`src/rtl/fd_instr_queue_pkg.sv`:
```
// Shared fetch/decode definitions: reset PC, the nop encoding and the fetch packet layout.
package fd_instr_queue_pkg;

   localparam logic [31:0] RESET_PC = 32'h0000_3000;
   localparam logic [31:0] NOP      = 32'h0000_0000;

   typedef struct packed {
      logic [31:0] pc;
      logic [31:0] instr;
   } fetch_pkt_t;

endpackage

```
`src/rtl/fd_instr_queue.sv`:
```
// Fetch-to-decode instruction FIFO with redirect flush and optional delay-slot retention.
// Fetch is throttled by queue space; decode sees the head entry combinationally.
module fd_instr_queue
   import fd_instr_queue_pkg::*;
#(
   parameter int DEPTH = 4
) (
   input  logic                      clk,
   input  logic                      reset,
   input  logic [31:0]               F_pc,
   input  logic [31:0]               F_instr,
   input  logic                      F_valid,
   output logic                      F_ready,
   output logic [31:0]               D_pc,
   output logic [31:0]               D_instr,
   output logic                      D_valid,
   input  logic                      D_ready,
   input  logic                      flush,
   input  logic                      flush_keep_one,
   output logic [$clog2(DEPTH):0]    count
);

   localparam int PTR_W = $clog2(DEPTH);
   localparam logic [PTR_W:0]   FULL_CNT = (PTR_W+1)'(DEPTH);
   localparam logic [PTR_W-1:0] PTR_ONE  = PTR_W'(1);
   localparam logic [PTR_W:0]   CNT_ONE  = (PTR_W+1)'(1);

   fetch_pkt_t          r_mem [DEPTH];
   logic [PTR_W-1:0]    r_rd_ptr;
   logic [PTR_W-1:0]    r_wr_ptr;
   logic [PTR_W:0]      r_count;

   logic                w_push;
   logic                w_pop;
   logic [PTR_W-1:0]    w_rd_after_pop;
   logic [PTR_W:0]      w_remaining;
   logic                w_mem_we;
   fetch_pkt_t          w_head;

   assign F_ready = (r_count != FULL_CNT);
   assign D_valid = (r_count != '0);
   assign count   = r_count;

   assign w_push = F_valid & F_ready;
   assign w_pop  = D_valid & D_ready;

   assign w_rd_after_pop = w_pop ? (r_rd_ptr + PTR_ONE) : r_rd_ptr;
   assign w_remaining    = r_count - (PTR_W+1)'(w_pop);

   // With keep-one, the incoming push only survives when nothing older remains.
   assign w_mem_we = w_push & ~reset &
                     (~flush | (flush_keep_one & (w_remaining == '0)));

   assign w_head  = r_mem[r_rd_ptr];
   assign D_pc    = D_valid ? w_head.pc    : 32'h0000_0000;
   assign D_instr = D_valid ? w_head.instr : NOP;

   always_ff @(posedge clk) begin
      if (w_mem_we) begin
         r_mem[r_wr_ptr] <= '{pc: F_pc, instr: F_instr};
      end
   end

   always_ff @(posedge clk) begin
      if (reset) begin
         r_rd_ptr <= '0;
         r_wr_ptr <= '0;
         r_count  <= '0;
      end else if (flush) begin
         if (!flush_keep_one) begin
            r_rd_ptr <= r_wr_ptr;
            r_count  <= '0;
         end else if (w_remaining != '0) begin
            // Oldest queued survivor stays in place as the sole entry.
            r_rd_ptr <= w_rd_after_pop;
            r_wr_ptr <= w_rd_after_pop + PTR_ONE;
            r_count  <= CNT_ONE;
         end else if (w_push) begin
            r_rd_ptr <= r_wr_ptr;
            r_wr_ptr <= r_wr_ptr + PTR_ONE;
            r_count  <= CNT_ONE;
         end else begin
            r_rd_ptr <= r_wr_ptr;
            r_count  <= '0;
         end
      end else begin
         if (w_push) begin
            r_wr_ptr <= r_wr_ptr + PTR_ONE;
         end
         r_rd_ptr <= w_rd_after_pop;
         case ({w_push, w_pop})
            2'b10:   r_count <= r_count + CNT_ONE;
            2'b01:   r_count <= r_count - CNT_ONE;
            default: r_count <= r_count;
         endcase
      end
   end

endmodule

```
`config.mk`:
```
export PLATFORM = sky130hd
export DESIGN_NAME = fd_instr_queue
export DESIGN_NICKNAME = d
export VERILOG_FILES = /design/src/rtl/fd_instr_queue_pkg.sv /design/src/rtl/fd_instr_queue.sv
export SDC_FILE = /design/constraint.sdc
export NUM_CORES = 1
export LEC_CHECK = 0
export ABC_AREA = 1
export BUFFER_PORTS_ARGS = -buffer_cell sky130_fd_sc_hd__buf_2
export CAP_MARGIN = 20
export CORE_ASPECT_RATIO = 0.6
export CORE_UTILIZATION = 45
export DETAILED_ROUTE_END_ITERATION = 8
export GPL_TIMING_DRIVEN = 0
export PLACE_DENSITY = 0.64
export SKIP_CTS_REPAIR_TIMING = 1
export SYNTH_ARGS = -nofsm -noshare
export SYNTH_HDL_FRONTEND = slang
export SYNTH_SLANG_ARGS = --single-unit
```
`constraint.sdc`:
```
create_clock -name clk -period 5.6 [get_ports clk]
set_input_delay 1.12 -clock clk [delete_from_list [all_inputs] [get_ports clk]]
set_output_delay 1.12 -clock clk [all_outputs]
set_load 0.05 [all_outputs]
```
==> summary.md <==
| Metric | Value |
|---|---|
| Clock transition at path regs | 0.07 ns |
| Fmax | 285 MHz |
| Setup_tns | 0 ns |
| Detailed Routing Iterations Pass 1 | 5 |
| Most common cell after layout, fill and taps aside | nor2_1 |
| Post-synthesis cell count | 851 |
| # setup viols final | 0 |
| Final nets | 1099 |
| Root buffer cell | clkbuf_16 |
| DP HPWL | 15.4 mm |
| Met2 GRT Util | 29.4% |
| Leak pwr | 0.00462 uW |
| Slew headroom | 63.2% |
| Fin crit share | 62.6% |
| Via count | 6869 |
| Clk_lat worst skew | 0.51 ns |
| RSZ-0062 raised after global routing | no |
| Grt met3 use | 3.63% |
| Period minus WS final | 3.51 ns |
| I/O Pins | 139 |
| Max Clock Skew | 0.0101 ns |
| Syn. warnings | 0 |
| Final Max Slew Viols | 0 |
| FP Rows | 42 |
| Pwr dens | 372 mW/mm^2 |
| Startpoint types | flop |
| Share of layout cells above drive strength 1 | 21.9% |
| DRT antenna net count | 0 |
| First-pass GRT wire length | 36.0 mm |
| Final Util | 55.8% |
| Core Box Area | 0.0225 sq mm |
| Routed length per instance | 17.8 microns |
| Area grow syn2layout | 19.3% |
| H-tree depth | 1 |
| Initial core utilization | 46.8% |
| Clock sink count | 263 |
| Syn Nets | 926 |
| # Max-Cap Violations | 0 |
| Syn Area/Cell | 12.4 sq um |
| Vias in the first global route | 6264 |
| Max IR drop VDD | 217 uV |
| Drt drc | 0 |
| Vias per Instance | 5.08 |
| Placer Congestion | 0.804 |
| Crit path DAT | 2.39 ns |
| Outcome | finished, final reports clean |
| GR Overflow Total | 0 |
| Hold Path Class | flop to flop |
| Antenna violations before repair | 3 |
| Grt peak-use layer | met1 |
| CTS Buf Count | 25 |
| Die W | 199 microns |
| CP required | 4.48 ns |
| Endpoint type of the worst setup path | output port |
| Sequential-to-total area share from yosys stat | 74.4% |
| Met1 Use GR | 31.1% |
| Fin. Hold Viols | 0 |
| Routed wire length | 24.1 mm |
| GRT Total Usage | 20.0% |
| # port buffers | 138 |
| Die area | 0.0240 sq mm |
| Most frequent cells in the layout | nor2_1, edfxtp_1, buf_2 |
| Die Y | 120 microns |
| Worst-margin pin slew | 0.552 ns |
| Post-Syn Area | 0.0105 sq mm |
| Synth cell types | 24 |
| Crit Path Category | flop to output port |
| Flops & latches, synth | 263 |
| Number of DRC markers in iteration 0 | 467 |
| Crit Path Max Fanout | 10 |
| Clk buf depth | 3 |
| CTS tree | built |
| Largest net degree at the start of global routing | 30 |
## cells by family after synthesis
| logic type | Yosys count | synth area share (%) |
|---|---|---|
| compound gates | 203 | 9.73 |
| xor+xnor | 3 | 0.250 |
| flops | 263 | 74.4 |
| buf+inv | 68 | 3.32 |
| fa+ha+maj | 5 | 0.666 |
| simple gates | 309 | 11.6 |
## registers in the layout, summed over array words and instances, names as in the netlist
register / flops
r_rd_ptr: 2
r_wr_ptr: 2
r_mem: 256
count: 3
## report_power, final
part | switching [uW] | leakage, uW | total (uW) | internal [uW]
sequential | 16.7 | 0.00237 | 2230 | 2220
clock | 693 | 0.000371 | 1600 | 907
combinational | 632 | 0.00188 | 838 | 206
total | 1340 | 0.00462 | 4670 | 3330
## path summary, 6_finish.rpt
check / start / end / slack [ns] / cells after the start
setup / recovery: r_rd_ptr[0] / D_instr[12] / 2.09 / 6
hold / removal: r_wr_ptr[0] / r_wr_ptr[0] / 0.55 / 2
setup reg to reg: count[1] / r_mem[0][11] / 3.04 / 6
hold reg to reg: r_wr_ptr[0] / r_wr_ptr[0] / 0.55 / 2
## metrics by stage
stage,hold slack (ns),power [uW],setup WS (ns),instances,area [sq um]
after CTS,0.558,4700,2.13,1349,12500
after detailed placement,0.548,3120,2.21,1305,11800
after global placement,0.551,3100,-1.63,1297,11600
after floorplan,0.495,2860,0.844,851,10500
after global routing,0.598,4840,1.97,1349,12500
final,0.553,4670,2.09,1351,12500
## cell usage after synthesis
| cell | n | area [sq um] |
|---|---|---|
| nor2_4 | 1 | 11.3 |
| nand2_2 | 1 | 6.26 |
| nand3_2 | 1 | 10.0 |
| o21ai_0 | 131 | 656 |
| nand4_1 | 3 | 18.8 |
| xnor2_1 | 1 | 8.76 |
| fa_1 | 1 | 20.0 |
| a21oi_1 | 70 | 350 |
| ha_1 | 4 | 50.1 |
| buf_4 | 13 | 97.6 |
| buf_6 | 3 | 33.8 |
| nor2_1 | 268 | 1010 |
| inv_2 | 3 | 11.3 |
| buf_1 | 3 | 11.3 |
| nand2_1 | 22 | 82.6 |
| nand2_4 | 3 | 33.8 |
| a21oi_2 | 2 | 17.5 |
| nand3_1 | 10 | 50.1 |
| xor2_1 | 2 | 17.5 |
| clkbuf_1 | 12 | 45.0 |
| dfxtp_1 | 7 | 140 |
| edfxtp_1 | 256 | 7690 |
| buf_2 | 18 | 90.1 |
| inv_1 | 16 | 60.1 |
## worst max-delay path, cell delays in order, from the launching register on
cell,delay (ns)
dfxtp_1,0.33
inv_2,0.11
buf_6,0.18
clkbuf_1,0.40
o21ai_0,0.17
a21oi_1,0.35
buf_2,0.34
## layer usage
metal  wire (microns)  up-vias
li1                 -     3353
met1            11800     3271
met4              312        2
met2            10300      216
met3             1590       27
met5                8        -
## layout make-up
cell class                      count  area [sq um]
Fill cell                        1949          9950
Tap cell                          308           385
Inverter                           19          71.3
Sequential cell                   263          7830
Antenna cell                        2          5.00
Clock inverter                     14           115
Buffer                             49           278
Timing Repair Buffer              146           851
Clock buffer                       30           644
Multi-Input combinational cell    520          2370
Power figures use the tool's default switching activity.
